### config.mk
export PLATFORM = sky130hd
export DESIGN_NAME = window_sweeper
export DESIGN_NICKNAME = d
export VERILOG_FILES = /design/src/rtl/sweeper_pkg.sv /design/src/rtl/sweep_coord_scaler.sv /design/src/rtl/window_sweeper.sv
export SDC_FILE = /design/constraint.sdc
export NUM_CORES = 1
export LEC_CHECK = 0
export CORE_MARGIN = 2
export CORE_UTILIZATION = 25
export DETAILED_ROUTE_END_ITERATION = 8
export GPL_ROUTABILITY_DRIVEN = 0
export PLACE_DENSITY = 0.43
export SKIP_LAST_GASP = 1
export SLEW_MARGIN = 30
export SYNTH_ARGS = -nofsm -noshare
export SYNTH_HDL_FRONTEND = slang
export SYNTH_SLANG_ARGS = --single-unit
export TNS_END_PERCENT = 100
### constraint.sdc
create_clock -name clk -period 12.35 [get_ports clk]
set_clock_uncertainty 0.2 [all_clocks]
set_input_delay 1.235 -clock clk [delete_from_list [all_inputs] [get_ports clk]]
set_output_delay 1.235 -clock clk [all_outputs]
set_load 0.02 [all_outputs]
### src/rtl/sweeper_pkg.sv
// Shared types and elaboration-time helpers for the window sweeper.
// The helpers build the per-level scale, ratio and hop-bound tables.
package sweeper_pkg;

    typedef enum logic [1:0] {
        IDLE,
        POS,
        PIX,
        DONE
    } state_t;

    // floor(dim * 3^lvl / 4^lvl): pyramid level size
    function automatic int scaled_dim(input int dim, input int lvl);
        longint n;
        longint d;
        n = longint'(dim);
        d = 64'sd1;
        for (int k = 0; k < lvl; k++) begin
            n = n * 3;
            d = d * 4;
        end
        return int'(n / d);
    endfunction

    // Fixed-point scaled-to-source ratio, rounded up by one LSB
    function automatic longint scale_ratio(input int dim, input int sdim,
                                           input int frac);
        return ((longint'(dim) << frac) / longint'(sdim)) + 64'sd1;
    endfunction

    // Largest legal hop origin at this level
    function automatic int sweep_bound(input int sdim, input int win);
        return sdim - win;
    endfunction

endpackage

### src/rtl/sweep_coord_scaler.sv
// Maps a scaled-domain offset to a source-image coordinate.
// Full-width product, then saturation at the last source pixel.
module sweep_coord_scaler #(
    parameter int W      = 6,
    parameter int FRAC_W = 16,
    parameter int MAX    = 40
) (
    input  logic [W-1:0]        offset,
    input  logic [FRAC_W+1:0]   ratio,
    output logic [W-1:0]        coord
);

    localparam int PW = W + FRAC_W + 2;

    logic [PW-1:0] prod;
    logic [W+1:0]  whole;

    assign prod  = PW'(offset) * PW'(ratio);
    assign whole = prod[PW-1:FRAC_W];
    assign coord = (whole > (W+2)'(MAX)) ? W'(MAX) : whole[W-1:0];

endmodule

### src/rtl/window_sweeper.sv
// Multi-scale sliding-window generator: one position token per window,
// then every source-pixel coordinate of that window, with backpressure.
module window_sweeper
    import sweeper_pkg::*;
#(
    parameter int IMG_WIDTH  = 41,
    parameter int IMG_HEIGHT = 50,
    parameter int WIN_W      = 25,
    parameter int WIN_H      = 25,
    parameter int STRIDE_X   = 1,
    parameter int STRIDE_Y   = 2,
    parameter int SCALE_NUM  = 2,
    parameter int FRAC_W     = 16,
    localparam int W_X = $clog2(IMG_WIDTH),
    localparam int W_Y = $clog2(IMG_HEIGHT),
    localparam int W_S = (SCALE_NUM > 1) ? $clog2(SCALE_NUM) : 1
) (
    input  logic           clk,
    input  logic           rst,
    input  logic           start,
    output logic           busy,
    output logic           done,
    output logic           pos_valid,
    input  logic           pos_ready,
    output logic [W_X-1:0] pos_x,
    output logic [W_Y-1:0] pos_y,
    output logic [W_S-1:0] pos_scale,
    output logic           pos_last,
    output logic           addr_valid,
    input  logic           addr_ready,
    output logic [W_X-1:0] addr_x,
    output logic [W_Y-1:0] addr_y,
    output logic           addr_last
);

    localparam int NTAB = 1 << W_S;
    localparam int RW   = FRAC_W + 2;

    logic [RW-1:0]  ratio_x_tab [NTAB];
    logic [RW-1:0]  ratio_y_tab [NTAB];
    logic [W_X-1:0] bnd_x_tab   [NTAB];
    logic [W_Y-1:0] bnd_y_tab   [NTAB];

    // Unused table slots (non power-of-two level count) mirror level 0
    for (genvar i = 0; i < NTAB; i++) begin : g_lvl
        localparam int LVL = (i < SCALE_NUM) ? i : 0;
        localparam int SW  = scaled_dim(IMG_WIDTH, LVL);
        localparam int SH  = scaled_dim(IMG_HEIGHT, LVL);
        if (SW < WIN_W || SH < WIN_H) begin : g_bad
            $error("window_sweeper: level %0d smaller than window", LVL);
        end
        assign ratio_x_tab[i] = RW'(scale_ratio(IMG_WIDTH, SW, FRAC_W));
        assign ratio_y_tab[i] = RW'(scale_ratio(IMG_HEIGHT, SH, FRAC_W));
        assign bnd_x_tab[i]   = W_X'(sweep_bound(SW, WIN_W));
        assign bnd_y_tab[i]   = W_Y'(sweep_bound(SH, WIN_H));
    end

    state_t         state, state_n;
    logic [W_X-1:0] hop_x, hop_x_n;
    logic [W_Y-1:0] hop_y, hop_y_n;
    logic [W_S-1:0] scale, scale_n;
    logic [W_X-1:0] x_cnt, x_cnt_n;
    logic [W_Y-1:0] y_cnt, y_cnt_n;

    logic wrap_x;
    logic wrap_y;
    logic last_win;
    logic row_end;
    logic win_end;

    assign wrap_x   = (32'(hop_x) + 32'(STRIDE_X)) > 32'(bnd_x_tab[scale]);
    assign wrap_y   = (32'(hop_y) + 32'(STRIDE_Y)) > 32'(bnd_y_tab[scale]);
    assign last_win = (32'(scale) == 32'(SCALE_NUM - 1)) && wrap_x && wrap_y;
    assign row_end  = (x_cnt == W_X'(WIN_W - 1));
    assign win_end  = row_end && (y_cnt == W_Y'(WIN_H - 1));

    // State and counter registers
    always_ff @(posedge clk) begin
        if (rst) begin
            state <= IDLE;
            hop_x <= '0;
            hop_y <= '0;
            scale <= '0;
            x_cnt <= '0;
            y_cnt <= '0;
        end else begin
            state <= state_n;
            hop_x <= hop_x_n;
            hop_y <= hop_y_n;
            scale <= scale_n;
            x_cnt <= x_cnt_n;
            y_cnt <= y_cnt_n;
        end
    end

    // Sweep sequencing: counters move only on an accepted handshake
    always_comb begin
        state_n = state;
        hop_x_n = hop_x;
        hop_y_n = hop_y;
        scale_n = scale;
        x_cnt_n = x_cnt;
        y_cnt_n = y_cnt;
        unique case (state)
            IDLE: begin
                if (start) begin
                    state_n = POS;
                    hop_x_n = '0;
                    hop_y_n = '0;
                    scale_n = '0;
                    x_cnt_n = '0;
                    y_cnt_n = '0;
                end
            end
            POS: begin
                if (pos_ready) state_n = PIX;
            end
            PIX: begin
                if (addr_ready) begin
                    if (win_end) begin
                        x_cnt_n = '0;
                        y_cnt_n = '0;
                        if (last_win) begin
                            state_n = DONE;
                        end else begin
                            state_n = POS;
                            if (!wrap_x) begin
                                hop_x_n = hop_x + W_X'(STRIDE_X);
                            end else begin
                                hop_x_n = '0;
                                if (!wrap_y) begin
                                    hop_y_n = hop_y + W_Y'(STRIDE_Y);
                                end else begin
                                    hop_y_n = '0;
                                    scale_n = scale + W_S'(1);
                                end
                            end
                        end
                    end else if (row_end) begin
                        x_cnt_n = '0;
                        y_cnt_n = y_cnt + W_Y'(1);
                    end else begin
                        x_cnt_n = x_cnt + W_X'(1);
                    end
                end
            end
            DONE: begin
                state_n = IDLE;
                hop_x_n = '0;
                hop_y_n = '0;
                scale_n = '0;
            end
            default: state_n = IDLE;
        endcase
    end

    // Status and handshake outputs decoded from state
    always_comb begin
        busy       = (state == POS) || (state == PIX);
        done       = (state == DONE);
        pos_valid  = (state == POS);
        addr_valid = (state == PIX);
        pos_last   = (state == POS) && last_win;
        addr_last  = (state == PIX) && win_end;
    end

    assign pos_x     = hop_x;
    assign pos_y     = hop_y;
    assign pos_scale = scale;

    sweep_coord_scaler #(
        .W      (W_X),
        .FRAC_W (FRAC_W),
        .MAX    (IMG_WIDTH - 1)
    ) u_scale_x (
        .offset (hop_x + x_cnt),
        .ratio  (ratio_x_tab[scale]),
        .coord  (addr_x)
    );

    sweep_coord_scaler #(
        .W      (W_Y),
        .FRAC_W (FRAC_W),
        .MAX    (IMG_HEIGHT - 1)
    ) u_scale_y (
        .offset (hop_y + y_cnt),
        .ratio  (ratio_y_tab[scale]),
        .coord  (addr_y)
    );

endmodule
==> run_results.csv, run 1 <==
group,metric,value,unit
clocking,cts_repair_resize_count,0,
power,leakage,0.00328,uW
placed_design,io_buffers,34,
drt,drc,0,
sta,fin_tns_setup,0,ps
sta,rsz0062_at_grt,"no",
job,cap_violations,0,
clocking,cts_setup_buffers,0,
synthesis,synthAdderAreaFrac,0.387,
clocking,cts_buffers,3,
synthesis,syn_inst,647,
synthesis,syn_area,0.00544,mm^2
sta,fmaxAchievable,123,MHz
clocking,insertion_delay,260,ps
min_path,min_path_type,"flop to flop",
grt,grt_pass1_wl,22200,um
power,power_density,62.6,mW/mm^2
drt,drt_first_iter_violations,169,
synthesis,syn_nets,798,
grt,grt_pass1_vias,4466,
die,io_pins,36,
critical_path,cp.buffers_inverters,4,
critical_path,setup.worst_path.start_class,"flop",
critical_path,critPathMaxStageDelay,630,ps
sta,hold_viol,0,
power,power.total,386,uW
power,power_frac_comb,0.523,
synthesis,async_flop_share,0,
power,p_clk_frac,0.210,
synthesis,synth_simple_gate_area_frac,0.177,
final_layout,finalNetCount,829,
grt,globalRouteOverflowTotal,0,
clocking,root_buffer,"clkbuf_16",
synthesis,synth_xor_area_frac,0.0658,
synthesis,yosysTopAreaCell,"ha_1",
critical_path,worstPathArrival,6720,ps
drt,drt-total-wl,13200,um
final_layout,finalNonFillerCells,952,
clocking,cts_tree,"done",
grt,grt_antenna_before_repair,0,
placed_design,post-dp-hpwl,11200,um
sta,min_period_over_period,0.660,
drt,ant_nets,0,
clocking,htreeDepth,1,
die,initial_utilization,0.256,
critical_path,path_cells,"ha_1, a21o_1, a21oi_1, o21bai_1, xnor2_1, and2_1, ha_1, inv_1, ha_1, a21oi_1, xnor2_1, ha_1, inv_1, fa_1, inv_1, ha_1, o21ai_1, a211oi_1, a22o_1, a31o_2, a221o_1, a21o_1, nor3_1, clkdlybuf4s50_1",
final_layout,fin_area,0.00616,mm^2
power,peakVddDrop,72.9,uV
synthesis,synthMuxAreaShare,0.00920,
critical_path,cp_top_family,"compound AO/OA/AOI/OAI gates",
critical_path,required,10910,ps
sta,maxSlewViolCount,0,
grt,grt_max_degree,19,
critical_path,endpoint_kind,"output pin",
final_layout,syn_to_final_growth,13.2,%
run_status,status,"complete, no violations",
power,switching_share,0.420,
placed_design,dp.cells,948,
critical_path,cp_common_cell,"ha_1",
power,seqPwrFrac,0.267,
clocking,cts_buffer_depth,2,
die,dieArea,0.0230,mm^2
drt,avgViaCountPerCell,4.78,
power,p_switching,162,uW
die,coreArea,0.0212,mm^2
synthesis,synth_edf_count,0,
drt,dr_total_vias,4546,
synthesis,synth_ff_type,"dfxtp_1",
final_layout,drive_above_1_share,0.0458,
clocking,hold_buffers,0,
sta,relSlewSlack,0.497,
die,die_y,152,um
synthesis,ys_seq_area_frac,0.0957,
synthesis,synth_compound_area_frac,0.182,
final_layout,nFillCells,2269,
die,num_rows,53,
power,internal_power,224,uW
drt,drt_first_pass_iters,6,
synthesis,synth_top_family_by_area,"adder cells",
synthesis,synth_top_cell_area_share,0.251,
synthesis,yosysWarnings,0,
synthesis,synth_cell_types,74,
synthesis,syn_avg_cell_area,8.41,um^2
clocking,cts.sinks,26,
sta,finalSetupViolCount,0,
sta,period_minus_slack,8150,ps
critical_path,crit_path_max_fanout,8,
final_layout,antennaDiodeCount,0,
synthesis,synth-seq-cells,26,
drt,wire_per_inst,13.9,um
synthesis,synth_area_leaders,"ha_1, fa_1, dfxtp_1, inv_1, nand2_1",
sta,timing.hold.ws,327,ps
grt,grt_usage,0.118,
clocking,path_clk_slew,70,ps
critical_path,crit_slowest_cell,"clkdlybuf4s50_1",
die,fp.dieW,152,um
critical_path,crit_type,"flop to output pin",
sta,worst_slew_pin_slew,750,ps
placed_design,place_area,0.00607,mm^2
==> cell type report <==
class	count	area, um^2	share of cell area
sequential	26	520	0.0845
timing repair buffer	35	348	0.0565
tap	275	344	0.0559
clock buffer	4	88.8	0.0144
multi-input combinational	509	4470	0.726
inverter	103	387	0.0628
==> layout by cell type (no fill, tap or decap), types with 15 or more instances in the layout <==
| master | n |
|---|---|
| o21ai_0 | 15 |
| inv_1 | 103 |
| nor2_1 | 26 |
| xnor2_1 | 19 |
| clkdlybuf4s50_1 | 34 |
| ha_1 | 109 |
| xor2_1 | 20 |
| fa_1 | 37 |
| dfxtp_1 | 26 |
| nand2_1 | 50 |
| a21oi_1 | 35 |
==> metal layers <==
metal / track usage / wire length (um) / up-vias
met3: 0.00808 / 238 / 6
met4: 0.0204 / 78 / 0
met5: 0 / 0 / -
li1: - / - / 2307
met2: 0.199 / 6250 / 50
met1: 0.166 / 6630 / 2183
==> synthesized netlist by cell type, drive strengths merged (9+ instances only) <==
cell	n
fa	37
a21o	10
nor2	27
nand3	13
inv	103
and3	10
ha	109
dfxtp	26
o211ai	9
a21oi	35
xnor2	19
nor3	12
nand2	51
a211oi	10
o21ai	23
xor2	21
and2	11
nand4	13
==> sequential cells by signal, summed over array words and instances, names as in the netlist <==
name	count
y_cnt	6
state	2
pos_x	6
pos_scale	1
x_cnt	6
pos_y	5
==> power by group through the flow <==
stage	logic (uW)	registers, uW	clock network [uW]
final	202	103	81.0
after global routing	223	105	85.9
after CTS	203	103	84.9
after detailed placement	201	105	0
after global placement	201	105	0
after floorplan	147	103	0
==> per-stage QoR <==
step	worst slack, ps	util
final	4200	0.290
after global placement	4660	0.286
after CTS	4200	0.290
after floorplan	5190	-
after global routing	3550	0.290
after detailed placement	4510	0.286
==> worst min-delay path, stage by stage (launching register included) <==
cell	delay (ps)
dfxtp_1	330
o21ai_0	80
a21oi_1	60
==> kinds of logic (layout without fill, tap and decap cells) <==
group,Yosys count,in the layout
AOI/OAI and AO/OA,136,136
xor gates and xnor gates,40,40
adders and majority gates,146,146
buffers and inverters,112,142
DFF,26,26
muxes,5,5
other,2,2
and+or+nand+nor,180,180
==> final timing paths <==
check        depth (start not counted)  startpoint         to  slack (ps)
max                                 24    pos_y[2]  addr_y[3]        4200
min                                  2    y_cnt[5]   y_cnt[5]         330
max reg2reg                         10    pos_x[1]   pos_y[3]        9270
min reg2reg                          2    y_cnt[5]   y_cnt[5]         330
Note: power is estimated with default switching activity, not from simulation.
==> run 2: changes to the inputs <==
- clock period: 12.35 -> 7.7 ns (I/O delays scaled with it)
==> run 2 against run 1 <==
  * Worst setup slack worse by 3800 ps
  * Flip-flop and latch count did not move
  * Hold slack worse by 3.0 ps
  * Sequential power is 60% higher
  * Cell count rose by 0.11%
  * Register-to-register slack got worse by 4700 ps
  * Clock power rose by 86%
  * Largest cell class unchanged
==> run_results.csv, run 2 (synthesized netlist as in run 1, its figures left out) <==
group,metric,value,unit
grt,grt_antenna_before_repair,0,
power,p_clk_frac,0.236,
power,leakage,0.00339,uW
drt,wire_per_inst,13.9,um
drt,dr_total_vias,4588,
die,io_pins,36,
critical_path,cp_common_cell,"ha_1",
sta,fmaxAchievable,138,MHz
critical_path,endpoint_kind,"output pin",
critical_path,r2r-start,"pos_scale",
sta,rsz0062_at_grt,"no",
placed_design,io_buffers,34,
critical_path,path_cells,"ha_1, a21o_1, a21oi_1, o21bai_1, xnor2_1, and2_1, ha_1, inv_1, ha_1, inv_1, fa_1, fa_1, inv_1, ha_1, a211oi_1, nand2_1, a22o_1, a31o_2, a221o_1, a21o_1, nor3_1, clkdlybuf4s50_1",
sta,min_period_over_period,0.942,
die,dieArea,0.0230,mm^2
final_layout,final_common_cell,"ha_1",
grt,globalRouteOverflowTotal,0,
power,seqPwrFrac,0.257,
final_layout,syn_to_final_growth,14.3,%
power,power_density,103,mW/mm^2
die,fp.dieW,152,um
die,initial_utilization,0.256,
clocking,cts_buffer_depth,2,
drt,avgViaCountPerCell,4.81,
sta,maxSlewViolCount,0,
sta,finalSetupViolCount,0,
die,die_y,152,um
final_layout,finalNetCount,830,
drt,drt_first_iter_violations,151,
sta,relSlewSlack,0.515,
power,power_frac_comb,0.507,
final_layout,most-common-layout-cells,"ha_1, inv_1, nand2_1",
clocking,cts_tree,"done",
critical_path,crit_start,"pos_y[2]",
sta,fin_tns_setup,0,ps
power,peakVddDrop,144,uV
final_layout,fin_util,0.293,
min_path,hold_start,"y_cnt[5]",
drt,drt-total-wl,13200,um
die,num_rows,53,
sta,period_minus_slack,7260,ps
placed_design,post-dp-hpwl,11400,um
critical_path,crit_type,"flop to output pin",
power,power.total,641,uW
sta,worst_slew_pin_slew,727,ps
critical_path,crit_path_max_fanout,7,
final_layout,fin_area,0.00622,mm^2
sta,hold_viol,0,
final_layout,drive_above_1_share,0.0590,
run_status,status,"complete, no violations",
critical_path,cp.buffers_inverters,4,
drt,drc,0,
grt,grt_usage,0.118,
critical_path,setup.worst_path.start_class,"flop",
grt,grt_max_degree,20,
critical_path,required,6730,ps
clocking,insertion_delay,260,ps
clocking,cts.sinks,26,
die,coreArea,0.0212,mm^2
clocking,htreeDepth,1,
placed_design,place_area,0.00608,mm^2
power,switching_share,0.404,
power,p_switching,259,uW
clocking,cts_buffers,3,
sta,timing.hold.ws,324,ps
critical_path,crit_slowest_cell,"clkdlybuf4s50_1",
min_path,min_path_type,"flop to flop",
grt,grt_pass1_wl,22100,um
final_layout,antennaDiodeCount,0,
critical_path,critPathMaxStageDelay,630,ps
critical_path,worstPathArrival,6290,ps
critical_path,cp_top_family,"adder cells",
drt,ant_nets,0,
job,cap_violations,0,
power,internal_power,382,uW
clocking,path_clk_slew,70,ps
grt,grt_pass1_vias,4480,
clocking,root_buffer,"clkbuf_16",
drt,drt_first_pass_iters,5,
## run 2: changes by cell type in the layout (fill, tap and decap cells not counted), sizes merged
cell,before,now
buf,1,2
bufinv,0,1
clkbuf,4,3
clkdlybuf4s50,34,30
dlymetal6s2s,0,4
## run 2: final timing paths
path / to / slack, ps / cells past startpoint
worst max-delay path: addr_y[2] / 440 / 22
worst max register to register: pos_y[3] / 4550 / 8
worst min register to register: y_cnt[5] / 320 / 2
worst min-delay path: y_cnt[5] / 320 / 2
## run 2: cell type report
cell class              count  area, um^2
inverters                 103         387
well taps                 275         344
clock inverters             1        30.0
clock buffers               3        75.1
flip-flops and latches     26         524
repair buffers             36         365
multi-input cells         509        4490
fillers                  2237       15000
## run 2: tightest hold or removal path: cells and delay by family (launching register included)
family / cells / cell delay (ps)
compound gates: 2 / 140
flops: 1 / 340
## run 2: routing by layer
metal / wire [um] / track usage
met1: 6530 / 0.164
met2: 6370 / 0.204
met3: 278 / 0.00808
met4: 74 / 0.0167
met5: 0 / 0
## run 2: repair_timing
| action | CTS | global route |
|---|---|---|
| buffers inserted | 0 | 0 |
| setup endpoints to repair | 0 | 11 |
| hold buffers | 0 | 0 |
| resized for setup | 0 | 13 |
## run 2: power by group through the flow
stage	registers, uW	logic, uW	clock network [uW]
finish	165	325	151
global route	167	359	161
CTS	165	329	156
detailed placement	168	325	0
global placement	167	323	0
floorplan	165	236	0
## run 2: per-stage QoR
step | cells | setup WS, ps
finish | 953 | 443
global route | 953 | 23.9
CTS | 953 | 62.2
detailed placement | 949 | 358
global placement | 949 | 567
floorplan | 647 | 1010
==> run 3: changes to the inputs <==
- CTS_BUF_LIST: default -> sky130_fd_sc_hd__clkbuf_8
==> run 3 against run 2 <==
  * Global-route usage fell by 0.057 points
  * Critical path type unchanged
  * First-iteration DRC count decreased by 7.9%
  * Fmax shrank 1.7%
  * Non-clock buffer count unchanged
  * Largest cell class unchanged
==> run_results.csv, run 3 (synthesized netlist as in run 1, its figures left out) <==
group,metric,value,unit
grt,grt_pass1_vias,4477,
placed_design,place_ws,358,ps
final_layout,nFillCells,2238,
grt,grt_pass1_wl,22100,um
clocking,hold_buffers,0,
clocking,cts_tree,"done",
critical_path,worst-r2r-setup-slack,4540,ps
placed_design,post-dp-hpwl,11400,um
min_path,min_path_type,"flop to flop",
critical_path,setup.worst_path.start_class,"flop",
drt,dr_wl_met3,295,um
placed_design,dp.cells,949,
drt,drt-total-wl,13300,um
drt,ant_nets,0,
final_layout,fin_area,0.00619,mm^2
clocking,cts_buffers,3,
grt,globalRouteOverflowTotal,0,
job,cap_violations,0,
sta,hold_viol,0,
critical_path,r2r-end,"pos_y[3]",
sta,maxSlewViolCount,0,
critical_path,crit_path_max_fanout,7,
clocking,path_clk_slew,100,ps
critical_path,endpoint_kind,"output pin",
clocking,htreeDepth,1,
run_status,status,"complete, no violations",
critical_path,worstRegToRegCells,8,
die,fp.dieW,152,um
clocking,root_buffer,"clkbuf_8",
clocking,insertion_delay,270,ps
sta,relSlewSlack,0.513,
drt,dr_total_vias,4586,
die,dieArea,0.0230,mm^2
drt,top_layer,"met4",
clocking,cts_setup_buffers,0,
critical_path,worstPathArrival,6410,ps
drt,wire_per_inst,13.9,um
clocking,cts_buffer_depth,2,
drt,drc,0,
drt,m1WireLength,6530,um
sta,period_minus_slack,7380,ps
final_layout,finalNonFillerCells,953,
drt,drt_first_iter_violations,139,
die,initial_utilization,0.256,
placed_design,io_buffers,34,
final_layout,final_common_cell,"ha_1",
power,leakage,0.00337,uW
grt,grt_usage,0.117,
min_path,hold_end,"y_cnt[5]",
critical_path,r2r-start,"pos_scale",
min_path,hold_start,"y_cnt[5]",
critical_path,required,6730,ps
sta,setup_ws,320,ps
drt,avgViaCountPerCell,4.81,
sta,fin_tns_setup,0,ps
sta,rsz0062_at_grt,"yes",
final_layout,finalNetCount,830,
sta,finalSetupViolCount,0,
final_layout,antennaDiodeCount,0,
placed_design,place_area,0.00608,mm^2
final_layout,most-common-layout-cells,"ha_1, inv_1, nand2_1",
sta,min_period_over_period,0.958,
power,peakVddDrop,144,uV
grt,grt_max_degree,20,
final_layout,fin_util,0.292,
drt,dr_wl_met2,6390,um
die,num_rows,53,
die,coreArea,0.0212,mm^2
clocking,cts.sinks,26,
grt,grt_antenna_before_repair,0,
critical_path,crit_type,"flop to output pin",
sta,worst_slew_pin_slew,729,ps
drt,drt_first_pass_iters,4,
final_layout,drive_above_1_share,0.0590,
min_path,holdPathStages,2,
die,io_pins,36,
power,power_density,97.6,mW/mm^2
final_layout,syn_to_final_growth,13.7,%
die,die_y,152,um
sta,fmaxAchievable,136,MHz
run 3: cell types whose count changed in the layout (fill, tap and decap cells not counted):
cell / delta
clkbuf_8: +3
clkbuf_16: -3
run 3: report_power, final:
part / switching [uW] / internal, uW / total [uW]
sequential: 18.5 / 146 / 165
clock: 44.2 / 69.5 / 114
combinational: 192 / 133 / 325
total: 255 / 349 / 604
run 3: timing repair:
action	CTS	global route
endpoints found under the setup margin	0	12
hold endpoints to repair	0	0
gates resized for setup	0	13
run 3: worst max-delay path, stage by stage, from the launching register on:
cell and delay, ps:
dfxtp_1 380, ha_1 250, fa_1 410, a21oi_1 170
nor2_1 50, nor2_1 100, xnor2_1 200, nand2_1 210
fa_2 720, fa_1 450, fa_1 540, inv_1 40
ha_1 380, a211o_1 350, a21oi_1 150, o21ai_1 90
or3_1 350, a2111oi_2 380, o21bai_1 150, a21oi_1 160
clkdlybuf4s50_1 620
run 3: worst max path at each step:
stage,depth (start not counted),slack [ps],to,startpoint
final,20,320,addr_x[0],pos_x[0]
after global routing,20,-110,addr_x[0],pos_x[0]
after CTS,20,40,addr_x[1],pos_x[1]
after detailed placement,22,360,addr_x[1],pos_x[1]
after global placement,20,570,addr_x[1],pos_x[1]
after floorplan,19,1010,addr_x[1],pos_x[1]
run 3: area by class of cell:
| class | count | area [um^2] | area share |
|---|---|---|---|
| well taps | 275 | 344 | 0.0556 |
| flip-flops and latches | 26 | 524 | 0.0847 |
| inverters | 103 | 387 | 0.0625 |
| clock buffers | 3 | 41.3 | 0.00667 |
| multi-input cells | 509 | 4490 | 0.727 |
| repair buffers | 36 | 365 | 0.0591 |
| clock inverters | 1 | 30.0 | 0.00485 |
run 3: through the flow:
step           total power [uW]  hold slack, ps
4_1_cts                     612             329
5_1_grt                     650             355
2_1_floorplan               401             278
6_report                    604             331
3_3_place_gp                490             302
3_5_place_dp                493             314
run 3: layer usage:
layer,vias up,track usage
li1,2311,-
met1,2212,0.164
met2,61,0.204
met3,2,0.00719
met4,0,0.0139
met5,-,0
